--- src/rtl/fetch_pkg.sv ---
// Shared widths, halt opcode, FSM state type and FIFO entry layout for the fetch path.
package fetch_pkg;

  localparam int ADDR_W = 10;
  localparam int DATA_W = 32;
  localparam logic [DATA_W-1:0] HLT_WORD = 32'h0000_0000;

  typedef enum logic {
    FETCH  = 1'b0,
    HALTED = 1'b1
  } state_t;

  typedef struct packed {
    logic [DATA_W-1:0] instr;
    logic [ADDR_W-1:0] pc;
  } entry_t;

endpackage

--- src/rtl/fetch_controller_if.sv ---
// ROM, redirect and decode-side signals of the fetch controller.
interface fetch_controller_if;
  import fetch_pkg::*;

  logic [ADDR_W-1:0] mem_addr;
  logic [DATA_W-1:0] mem_data;
  logic              redirect_valid;
  logic [ADDR_W-1:0] redirect_target;
  logic              out_valid;
  logic              out_ready;
  logic [DATA_W-1:0] out_instr;
  logic [ADDR_W-1:0] out_pc;
  logic              halted;

  modport master (
    output mem_addr,
    input  mem_data,
    input  redirect_valid,
    input  redirect_target,
    output out_valid,
    input  out_ready,
    output out_instr,
    output out_pc,
    output halted
  );

  modport slave (
    input  mem_addr,
    output mem_data,
    output redirect_valid,
    output redirect_target,
    input  out_valid,
    output out_ready,
    input  out_instr,
    input  out_pc,
    input  halted
  );

endinterface

--- src/rtl/fetch_fifo.sv ---
// Prefetch FIFO: DEPTH entries, flush beats push, push into a full FIFO is legal only with a pop.
module fetch_fifo
  import fetch_pkg::*;
#(
  parameter int DEPTH = 2,
  localparam int CNT_W = $clog2(DEPTH + 1),
  localparam int PTR_W = (DEPTH > 1) ? $clog2(DEPTH) : 1
) (
  input  logic             clk,
  input  logic             rst_n,
  input  logic             push,
  input  logic             pop,
  input  logic             flush,
  input  entry_t           wdata,
  output entry_t           rdata,
  output logic             empty,
  output logic [CNT_W-1:0] count
);

  entry_t           mem_q [DEPTH];
  entry_t           mem_d [DEPTH];
  logic [PTR_W-1:0] wr_ptr_q, wr_ptr_d;
  logic [PTR_W-1:0] rd_ptr_q, rd_ptr_d;
  logic [CNT_W-1:0] count_q, count_d;
  logic             full;
  logic             do_pop;
  logic             do_push;

  function automatic logic [PTR_W-1:0] ptr_inc(input logic [PTR_W-1:0] p);
    return (p == PTR_W'(DEPTH - 1)) ? '0 : p + PTR_W'(1);
  endfunction

  assign empty  = (count_q == '0);
  assign full   = (count_q == CNT_W'(DEPTH));
  assign count  = count_q;
  assign rdata  = mem_q[rd_ptr_q];
  assign do_pop  = pop && !empty;
  assign do_push = push && (!full || do_pop);

  // Next pointers, count and storage; flush empties the FIFO and ignores push/pop.
  always_comb begin
    mem_d    = mem_q;
    wr_ptr_d = wr_ptr_q;
    rd_ptr_d = rd_ptr_q;
    count_d  = count_q;
    if (flush) begin
      wr_ptr_d = '0;
      rd_ptr_d = '0;
      count_d  = '0;
    end else begin
      if (do_push) begin
        mem_d[wr_ptr_q] = wdata;
        wr_ptr_d        = ptr_inc(wr_ptr_q);
      end
      if (do_pop) begin
        rd_ptr_d = ptr_inc(rd_ptr_q);
      end
      count_d = count_q + CNT_W'(do_push) - CNT_W'(do_pop);
    end
  end

  // Pointer/count registers with synchronous reset; the issue rule must never let a push overflow.
  always_ff @(posedge clk) begin
    if (!rst_n) begin
      wr_ptr_q <= '0;
      rd_ptr_q <= '0;
      count_q  <= '0;
    end else begin
      wr_ptr_q <= wr_ptr_d;
      rd_ptr_q <= rd_ptr_d;
      count_q  <= count_d;
      if (!flush) begin
        assert (!(push && full && !do_pop)) else $error("fetch_fifo overflow");
      end
    end
  end

  // Entry storage needs no reset: count gates every read.
  always_ff @(posedge clk) begin
    mem_q <= mem_d;
  end

endmodule

--- src/rtl/fetch_controller.sv ---
// Fetch sequencer: drives the 1-cycle-latency ROM, tags words with their PC, queues them for decode.
//
// state  | meaning
// -------+-----------------------------------------------------------
// FETCH  | issuing reads whenever FIFO + in-flight slot has room
// HALTED | HLT word was queued; no issue, late responses dropped
module fetch_controller
  import fetch_pkg::*;
#(
  parameter int DEPTH = 2
) (
  input logic               clk,
  input logic               rst_n,
  fetch_controller_if.master bus
);

  localparam int CNT_W = $clog2(DEPTH + 1);
  localparam int OCC_W = CNT_W + 1;

  state_t            state_q, state_d;
  logic [ADDR_W-1:0] pc_q, pc_d;
  logic [ADDR_W-1:0] fetch_pc_q, fetch_pc_d;
  logic              inflight_q, inflight_d;

  logic              push;
  logic              pop;
  logic              flush;
  logic              fifo_empty;
  logic [CNT_W-1:0]  fifo_count;
  logic [OCC_W-1:0]  occupancy;
  logic [ADDR_W-1:0] addr;
  entry_t            push_entry;
  entry_t            head;

  assign push_entry = '{instr: bus.mem_data, pc: fetch_pc_q};

  fetch_fifo #(.DEPTH(DEPTH)) u_fifo (
    .clk   (clk),
    .rst_n (rst_n),
    .push  (push),
    .pop   (pop),
    .flush (flush),
    .wdata (push_entry),
    .rdata (head),
    .empty (fifo_empty),
    .count (fifo_count)
  );

  // Outputs are forced quiet while reset is held so the ROM and decode see a clean start.
  assign bus.out_valid = rst_n && !fifo_empty;
  assign bus.out_instr = head.instr;
  assign bus.out_pc    = head.pc;
  assign bus.halted    = rst_n && (state_q == HALTED) && fifo_empty;
  assign bus.mem_addr  = rst_n ? addr : '0;
  assign pop           = bus.out_valid && bus.out_ready;
  assign occupancy     = OCC_W'(fifo_count) - OCC_W'(pop) + OCC_W'(inflight_q);

  // Next state, PC and issue decisions; a redirect overrides responses and the issue rule.
  always_comb begin
    state_d    = state_q;
    pc_d       = pc_q;
    fetch_pc_d = fetch_pc_q;
    inflight_d = 1'b0;
    push       = 1'b0;
    flush      = 1'b0;
    addr       = pc_q;
    if (bus.redirect_valid) begin
      flush      = 1'b1;
      addr       = bus.redirect_target;
      pc_d       = bus.redirect_target + ADDR_W'(1);
      fetch_pc_d = bus.redirect_target;
      inflight_d = 1'b1;
      state_d    = FETCH;
    end else if (state_q == FETCH) begin
      if (inflight_q) begin
        push = 1'b1;
        if (bus.mem_data == HLT_WORD) begin
          state_d = HALTED;
        end
      end
      if (occupancy < OCC_W'(DEPTH)) begin
        pc_d       = pc_q + ADDR_W'(1);
        fetch_pc_d = pc_q;
        inflight_d = 1'b1;
      end
    end
  end

  // State and PC registers with synchronous active-low reset.
  always_ff @(posedge clk) begin
    if (!rst_n) begin
      state_q    <= FETCH;
      pc_q       <= '0;
      fetch_pc_q <= '0;
      inflight_q <= 1'b0;
    end else begin
      state_q    <= state_d;
      pc_q       <= pc_d;
      fetch_pc_q <= fetch_pc_d;
      inflight_q <= inflight_d;
    end
  end

endmodule

--- src/flat_wrapper.sv ---
// flat-port wrapper written by rule: the top's interface ports become plain ports
module fetch_controller_flat import fetch_pkg::*;
#(
  parameter int DEPTH = 2
)
  (clk, rst_n, bus_mem_addr, bus_mem_data, bus_redirect_valid, bus_redirect_target, bus_out_valid, bus_out_ready, bus_out_instr, bus_out_pc, bus_halted);
  fetch_controller_if bus_i ();
  input logic clk;
  input logic rst_n;
  output wire logic [$bits(bus_i.mem_addr)-1:0] bus_mem_addr;
  input wire logic [$bits(bus_i.mem_data)-1:0] bus_mem_data;
  input wire logic [$bits(bus_i.redirect_valid)-1:0] bus_redirect_valid;
  input wire logic [$bits(bus_i.redirect_target)-1:0] bus_redirect_target;
  output wire logic [$bits(bus_i.out_valid)-1:0] bus_out_valid;
  input wire logic [$bits(bus_i.out_ready)-1:0] bus_out_ready;
  output wire logic [$bits(bus_i.out_instr)-1:0] bus_out_instr;
  output wire logic [$bits(bus_i.out_pc)-1:0] bus_out_pc;
  output wire logic [$bits(bus_i.halted)-1:0] bus_halted;
  assign bus_mem_addr = bus_i.mem_addr;
  assign bus_i.mem_data = bus_mem_data;
  assign bus_i.redirect_valid = bus_redirect_valid;
  assign bus_i.redirect_target = bus_redirect_target;
  assign bus_out_valid = bus_i.out_valid;
  assign bus_i.out_ready = bus_out_ready;
  assign bus_out_instr = bus_i.out_instr;
  assign bus_out_pc = bus_i.out_pc;
  assign bus_halted = bus_i.halted;
  fetch_controller #(.DEPTH(DEPTH)) u_core (.clk(clk), .rst_n(rst_n), .bus(bus_i));
endmodule
--- config.mk ---
export PLATFORM = sky130hd
export DESIGN_NAME = fetch_controller_flat
export DESIGN_NICKNAME = d
export VERILOG_FILES = /design/src/rtl/fetch_pkg.sv /design/src/rtl/fetch_controller_if.sv /design/src/rtl/fetch_fifo.sv /design/src/rtl/fetch_controller.sv /design/src/flat_wrapper.sv
export SDC_FILE = /design/constraint.sdc
export NUM_CORES = 1
export LEC_CHECK = 0
export ABC_AREA = 1
export CAP_MARGIN = 40
export CORE_MARGIN = 4
export CORE_UTILIZATION = 55
export DETAILED_ROUTE_END_ITERATION = 8
export PLACE_DENSITY = 0.93
export SLEW_MARGIN = 10
export SYNTH_ARGS = -nofsm -noshare
export SYNTH_HDL_FRONTEND = slang
export SYNTH_SLANG_ARGS = --single-unit
--- constraint.sdc ---
create_clock -name clk -period 5.3 [get_ports clk]
set_input_delay 0.53 -clock clk [delete_from_list [all_inputs] [get_ports clk]]
set_output_delay 0.53 -clock clk [all_outputs]
set_load 0.05 [all_outputs]
==> insert_results.sql, run 1 <==
INSERT INTO impl_metrics (metric_group, metric, value, unit) VALUES
('run_status', 'run_status', 'finished clean', ''),
('timing', 'maxSlewViolCount', '0', ''),
('worst_setup_path', 'cp_slowest_cell', 'sky130_fd_sc_hd__clkdlybuf4s50_1', ''),
('timing', 'clock-skew-final', '9.77', 'ps'),
('timing', 'hold_viol', '0', ''),
('global_routing', 'grt_pass1_vias', '3460', ''),
('worst_setup_path', 'cp_slowest_stage_delay', '920', 'ps'),
('global_routing', 'grtUsageMet2', '37.6', '%'),
('route', 'routed_wirelength', '10000', 'um'),
('yosys', 'netlist_instances', '460', ''),
('yosys', 'yosys_register_bits', '110', ''),
('worst_setup_path', 'reg2reg_to', 'u_core.pc_q[8]', ''),
('timing', 'period_share', '76.7', '%'),
('floorplan', 'floorplan.io_pins', '100', ''),
('worst_setup_path', 'cp_data_arrival_time', '4320', 'ps'),
('clocking', 'cts_sink_cnt', '110', ''),
('timing', 'worstMarginPinSlew', '859', 'ps'),
('hold_path', 'timing.hold.worst.class', 'reg -> reg', ''),
('worst_setup_path', 'critical_path.startpoint_type', 'input port', ''),
('timing', 'grt_setup_unrepaired', 'no', ''),
('global_routing', 'global_route_wire_length_before_repair', '16700', 'um'),
('floorplan', 'placementRows', '33', ''),
('route', 'routed-via-count', '3464', ''),
('clocking', 'clock_tree.buffer_depth', '2', ''),
('job', 'maxCapViolCount', '0', ''),
('floorplan', 'floorplan.initialDensity', '56.7', '%'),
('clocking', 'htreeDepth', '3', ''),
('timing', 'timing.slew.headroom', '42.6', '%'),
('power', 'power_per_cell_area', '295', 'nW/um2'),
('power', 'vdd_drop_max', '0.000142', 'V'),
('yosys', 'synthesized_area_per_cell', '10.2', 'um2'),
('finish', 'final_design_area_no_fill', '5950', 'um2'),
('floorplan', 'die_width', '100', 'um'),
('global_routing', 'grt_use_total', '21.2', '%'),
('yosys', 'postSynthNetCount', '511', ''),
('finish', 'layout-area-overhead-vs-synth', '27.2', '%'),
('yosys', 'syn_area', '4680', 'um2'),
('worst_setup_path', 'r2r_cells', '16', ''),
('global_routing', 'antenna_found_initial', '0', ''),
('clocking', 'clk_transition_reported_paths', '90', 'ps'),
('yosys', 'ys_dominant_reg_cell', 'sky130_fd_sc_hd__edfxtp_1', ''),
('yosys', 'ys_types', '33', ''),
('timing', 'max_freq', '246', 'MHz'),
('yosys', 'sequential_cell_area_fraction_in_the_yosys_report', '65.0', '%'),
('worst_setup_path', 'timing.rr.start', 'u_core.u_fifo.count[1]', ''),
('worst_setup_path', 'crit_path_max_fanout', '29', ''),
('timing', 'period_minus_slack', '4060', 'ps'),
('clocking', 'tritoncts_clock_tree', 'done', ''),
('floorplan', 'design.core.area', '8260', 'um2'),
('yosys', 'synth.largest_area_cell', 'sky130_fd_sc_hd__edfxtp_1', ''),
('placement', 'place.port_buffers', '99', ''),
('route', 'routed_wire_per_std_cell', '15.1', 'um'),
('hold_path', 'hold_depth', '0', ''),
('hold_path', 'worstHoldStart', 'u_core.fetch_pc_q[3]', ''),
('yosys', 'netlist_top_cells_area', 'sky130_fd_sc_hd__edfxtp_1, sky130_fd_sc_hd__nand2_1, sky130_fd_sc_hd__dfxtp_1, sky130_fd_sc_hd__nor2_1, sky130_fd_sc_hd__a21oi_1', ''),
('yosys', 'synth_top_cell_area_share', '53.9', '%'),
('route', 'drtIter0Drc', '223', ''),
('clocking', 'cts-hold-fix-buffers', '0', ''),
('finish', 'nNetsFinal', '607', ''),
('finish', 'final_layout_size_suffix_gt1_share', '8.91', '%'),
('timing', 'setup_tns', '0', 'ps'),
('yosys', 'synth_enable_flop_cells', '84', ''),
('worst_setup_path', 'crit_path_cell_trace', 'clkdlybuf4s50_1, nand3_2, inv_1, ha_1, or2_2, fa_1, inv_1, nor2_1, nand3_1, nand2_1, inv_2, nor2_1, nand2_1, nand2_1, nor2_1', ''),
('route', 'avgViaCountPerCell', '5.20', ''),
('placement', 'dp_cells', '650', ''),
('finish', 'insertedDiodeCount', '0', ''),
('yosys', 'synth-async-reset-ratio', '0', '%'),
('floorplan', 'dieHeight', '100', 'um'),
('yosys', 'synth.yosys.warnings', '0', ''),
('global_routing', 'grt_overflow', '0', ''),
('global_routing', 'global_route.peak_usage_layer', 'met2', '');
-- stage by stage --
| stage | setup WS [ps] | util (%) | hold slack [ps] | total power [mW] |
|---|---|---|---|---|
| floorplan | 2080 | - | 420 | 1.17 |
| global placement | 1280 | 69.2 | 434 | 1.26 |
| detailed placement | 993 | 69.7 | 441 | 1.28 |
| CTS | 1370 | 72.1 | 465 | 1.77 |
| global route | 1000 | 72.1 | 483 | 1.83 |
| finish | 1240 | 72.1 | 465 | 1.76 |
-- placed cells by master, fill, tap and decap left out, types with 5 or more instances in the layout --
| cell type | instances |
|---|---|
| sky130_fd_sc_hd__a21oi_1 | 19 |
| sky130_fd_sc_hd__clkbuf_8 | 9 |
| sky130_fd_sc_hd__clkdlybuf4s50_1 | 99 |
| sky130_fd_sc_hd__dfxtp_1 | 26 |
| sky130_fd_sc_hd__edfxtp_1 | 84 |
| sky130_fd_sc_hd__inv_1 | 24 |
| sky130_fd_sc_hd__nand2_1 | 176 |
| sky130_fd_sc_hd__nand2_2 | 10 |
| sky130_fd_sc_hd__nand2_4 | 5 |
| sky130_fd_sc_hd__nand3_1 | 12 |
| sky130_fd_sc_hd__nand4_1 | 5 |
| sky130_fd_sc_hd__nor2_1 | 35 |
| sky130_fd_sc_hd__nor2_4 | 5 |
| sky130_fd_sc_hd__o21ai_0 | 12 |
-- registers in the layout, summed over array words and instances (netlist names) --
name,count
u_core.fetch_pc_q,10
u_core.inflight_q,1
u_core.pc_q,10
u_core.state_q,1
u_core.u_fifo.count,2
u_core.u_fifo.mem_q,84
u_core.u_fifo.rd_ptr_q,1
u_core.u_fifo.wr_ptr_q,1
-- layer usage --
layer,vias to the layer above,share of wire [%]
met5,-,0
met4,0,1.8
met2,163,52
met3,19,7.8
li1,1699,-
met1,1583,39
-- how the worst max path moves through the flow --
stage,start,slack [ps],end
2_1_floorplan,rst_n,2080,u_core.u_fifo.mem_q[0]
3_3_place_gp,rst_n,1280,u_core.pc_q[5]
3_5_place_dp,rst_n,990,u_core.pc_q[8]
4_1_cts,rst_n,1370,u_core.pc_q[8]
5_1_grt,rst_n,1000,u_core.pc_q[8]
6_report,rst_n,1240,u_core.pc_q[8]
-- cells in the mapped netlist (all sizes together) (2+ instances only) --
master / instances
nand4: 5
dfxtp: 26
a21oi: 19
nand2: 191
edfxtp: 84
o21bai: 2
o21ai: 15
nor3: 3
or2: 2
inv: 28
clkbuf: 11
nand3: 14
buf: 7
nor2: 41
clkinv: 2
ha: 4
xor2: 2
-- critical path: cells and delay by family --
family,cells,cell delay (ps)
adders and majority gates,2,720
buffers and inverters,4,1330
and+or+nand+nor,9,1740
-- power breakdown --
part | switching [mW] | internal (mW) | leakage, nW | total (mW)
sequential | 0.0160 | 0.965 | 0.989 | 0.981
clock | 0.275 | 0.224 | 0.0972 | 0.499
combinational | 0.179 | 0.0989 | 1.28 | 0.278
total | 0.470 | 1.29 | 2.37 | 1.76
-- kinds of logic (layout without fill, tap and decap cells) --
kind of cell	after synthesis	count (layout)	share of synthesized area, %
flip-flops	110	110	65.0
adder cells (fa/ha/maj)	5	5	1.50
AND/OR/NAND/NOR	256	256	23.6
XOR/XNOR	3	3	0.562
AO/OA/AOI/OAI	38	38	4.33
buffers and inverters	48	149	4.97
-- final cells by class --
| cell class | instances | area [um2] |
|---|---|---|
| repair buffers | 103 | 1050 |
| well taps | 105 | 131 |
| flip-flops and latches | 110 | 3040 |
| inverters | 30 | 113 |
| clock inverters | 7 | 77.6 |
| clock buffers | 9 | 124 |
| fillers | 532 | 2300 |
| multi-input cells | 302 | 1420 |
(Power assumes the default switching activity.)
==> inputs of run 2 (changes only) <==
CORE_UTILIZATION = 46   (was 55)
PLACE_DENSITY = 0.84   (was 0.93)
clock period = 3.4 ns   (was 5.3 ns; I/O delays follow)
==> run 2 against run 1 <==
Against the previous run:
- cell area fell by 0.78%
- clock skew decreased by 2.9 ps
- register-to-register slack got worse by 1300 ps
- core utilization down 12 points
- global-route usage is 4.4 points lower
- final cell count rose by 4.8%
- non-clock buffer count up 4
==> insert_results.sql, run 2 (synthesis results as in run 1) <==
INSERT INTO impl_metrics (metric_group, metric, value, unit) VALUES
('run_status', 'run_status', 'finished clean', ''),
('placement', 'finalWeightedCongestion', '0.823', ''),
('power', 'power_switching_share', '26.9', '%'),
('clocking', 'cts.root.buffer_cell', 'sky130_fd_sc_hd__clkbuf_8', ''),
('finish', 'final_layout_size_suffix_gt1_share', '17.3', '%'),
('timing', 'worstMarginPinSlew', '581', 'ps'),
('route', 'routed_wire_per_std_cell', '13.7', 'um'),
('timing', 'period_share', '88.3', '%'),
('finish', 'layout.filler_cells', '809', ''),
('clocking', 'clock_tree.buffer_depth', '2', ''),
('finish', 'layout-area-overhead-vs-synth', '26.2', '%'),
('finish', 'insertedDiodeCount', '0', ''),
('floorplan', 'die_footprint', '11900', 'um2'),
('placement', 'hpwlAfterDp', '6840', 'um'),
('worst_setup_path', 'critical_path.startpoint_type', 'input port', ''),
('route', 'drtIter0Drc', '188', ''),
('hold_path', 'worstHoldStart', 'u_core.fetch_pc_q[1]', ''),
('floorplan', 'dieHeight', '109', 'um'),
('clocking', 'cts-hold-fix-buffers', '0', ''),
('job', 'maxCapViolCount', '0', ''),
('floorplan', 'floorplan.initialDensity', '47.7', '%'),
('power', 'sequentialPowerShare', '55.8', '%'),
('global_routing', 'grt_use_total', '16.8', '%'),
('finish', 'multi_input_area', '1420', 'um2'),
('clocking', 'htreeDepth', '3', ''),
('timing', 'clock-skew-final', '6.83', 'ps'),
('worst_setup_path', 'timing_worst_setup_path_type', 'in -> out', ''),
('timing', 'period_minus_slack', '3000', 'ps'),
('placement', 'place.port_buffers', '99', ''),
('global_routing', 'antenna_found_initial', '0', ''),
('clocking', 'clk_transition_reported_paths', '100', 'ps'),
('power', 'power_per_cell_area', '464', 'nW/um2'),
('global_routing', 'grt_start_max_net_pins', '43', ''),
('timing', 'final_critical_path_setup_slack', '399', 'ps'),
('global_routing', 'grt_overflow', '0', ''),
('clocking', 'cts_sink_cnt', '110', ''),
('placement', 'detailed_place.area', '5700', 'um2'),
('timing', 'setup_tns', '0', 'ps'),
('route', 'drt_drc_violations_left', '0', ''),
('clocking', 'clock_latency', '350', 'ps'),
('floorplan', 'placementRows', '36', ''),
('worst_setup_path', 'cp_data_arrival_time', '2660', 'ps'),
('floorplan', 'floorplan.io_pins', '100', ''),
('finish', 'most-common-layout-cells', 'sky130_fd_sc_hd__nand2_1, sky130_fd_sc_hd__edfxtp_1, sky130_fd_sc_hd__clkdlybuf4s50_1, sky130_fd_sc_hd__buf_4, sky130_fd_sc_hd__nor2_1', ''),
('worst_setup_path', 'timing.rr.start', 'u_core.u_fifo.count[1]', ''),
('timing', 'grt_setup_unrepaired', 'no', ''),
('finish', 'mostFrequentLayoutCell', 'sky130_fd_sc_hd__nand2_1', ''),
('global_routing', 'global_route_wire_length_before_repair', '15700', 'um'),
('finish', 'final_design_area_no_fill', '5910', 'um2'),
('global_routing', 'grt_pass1_vias', '3375', ''),
('finish', 'top_regs', 'u_core.u_fifo.mem_q (84), u_core.fetch_pc_q (10), u_core.pc_q (10)', ''),
('route', 'routed-via-count', '3395', ''),
('hold_path', 'timing.hold.worst.class', 'reg -> reg', ''),
('power', 'comb_power_share', '15.4', '%'),
('floorplan', 'die_width', '109', 'um'),
('finish', 'layout.cells.non_filler', '698', ''),
('power', 'switching_power', '737', 'uW'),
('route', 'routed_wirelength', '9600', 'um'),
('finish', 'nNetsFinal', '611', ''),
('clocking', 'cts_resized', '0', ''),
('route', 'antenna_violating_nets_post_route', '0', ''),
('floorplan', 'design.core.area', '9820', 'um2'),
('timing', 'timing.slew.headroom', '61.1', '%'),
('worst_setup_path', 'crit_path_max_fanout', '14', ''),
('timing', 'finalSetupViolations', '0', ''),
('placement', 'dp_cells', '682', ''),
('timing', 'maxSlewViolCount', '0', ''),
('placement', 'place_ws', '302', 'ps'),
('power', 'power.static_leakage', '2.43', 'nW'),
('worst_setup_path', 'worst_setup_path_end_kind', 'primary output', ''),
('finish', 'regMostFlops', 'u_core.u_fifo.mem_q', ''),
('clocking', 'tritoncts_clock_tree', 'done', ''),
('finish', 'largest_register_ff_count', '84', ''),
('power', 'internal_power', '2.00', 'mW'),
('clocking', 'cts-buffers-inserted', '9', ''),
('timing', 'max_freq', '333', 'MHz'),
('finish', 'sequential_cell_area', '3040', 'um2'),
('power', 'pwr-share-clk', '28.8', '%'),
('clocking', 'cts_post_setup_buffers_inserted', '0', ''),
('timing', 'hold_viol', '0', ''),
('route', 'drt_pass1_iterations', '5', ''),
('route', 'avgViaCountPerCell', '4.86', ''),
('worst_setup_path', 'worst_setup_path_startpoint', 'bus_redirect_valid', ''),
('power', 'vdd_drop_max', '0.000270', 'V'),
('worst_setup_path', 'crit_required', '3060', 'ps');
## run 2: cell count changes in the layout (fill, tap and decap cells not counted)
cell,change
sky130_fd_sc_hd__clkdlybuf4s50_1,-45
sky130_fd_sc_hd__clkinv_4,+1
sky130_fd_sc_hd__clkinv_1,+1
sky130_fd_sc_hd__inv_6,-2
sky130_fd_sc_hd__inv_8,+1
sky130_fd_sc_hd__clkinvlp_2,-1
sky130_fd_sc_hd__buf_4,+49
## run 2: metrics by stage
step / utilization, % / power (mW) / hold slack, ps
final: 60.2 / 2.74 / 462
after floorplan: - / 1.82 / 420
after detailed placement: 58.1 / 1.98 / 437
after global placement: 58.1 / 1.97 / 431
after CTS: 60.2 / 2.77 / 460
after global routing: 60.2 / 2.85 / 481
## run 2: layout make-up
cell class | instances | share of cell area (%)
Sequential cell | 110 | 51.5
Clock inverter | 7 | 1.33
Timing Repair Buffer | 107 | 16.3
Inverter | 30 | 1.91
Clock buffer | 9 | 2.10
Tap cell | 133 | 2.82
Multi-Input combinational cell | 302 | 24.0
## run 2: worst paths after layout
kind / cells past startpoint / endpoint / slack [ps]
max reg2reg: 14 / u_core.pc_q[2] / 500
max: 7 / bus_mem_addr[4] / 400
min: 0 / u_core.u_fifo.mem_q[1] / 460
min reg2reg: 0 / u_core.u_fifo.mem_q[1] / 460
## run 2: critical path, cell delays in order
cell and delay, ps:
sky130_fd_sc_hd__clkdlybuf4s50_1 710, sky130_fd_sc_hd__inv_2 360, sky130_fd_sc_hd__nand2_1 130, sky130_fd_sc_hd__nand2_2 110, sky130_fd_sc_hd__inv_1 100, sky130_fd_sc_hd__nor2_1 100
sky130_fd_sc_hd__clkdlybuf4s50_1 810
## run 2: power groups by stage
stage                     Sequential, mW  Combinational (mW)  Clock [mW]
after floorplan                     1.55               0.267           0
after global placement              1.56               0.414           0
after detailed placement            1.56               0.423           0
after CTS                           1.53               0.424       0.814
after global routing                1.53               0.456       0.861
final                               1.53               0.422       0.790
## run 2: per-layer routing
| layer | track usage, % | vias up | wire (um) | share of wire, % |
|---|---|---|---|---|
| li1 | - | 1705 | - | - |
| met1 | 22.3 | 1558 | 4200 | 44 |
| met2 | 27.8 | 118 | 4590 | 48 |
| met3 | 2.96 | 14 | 647 | 6.7 |
| met4 | 6.22 | 0 | 158 | 1.6 |
| met5 | 0 | - | 0 | 0 |
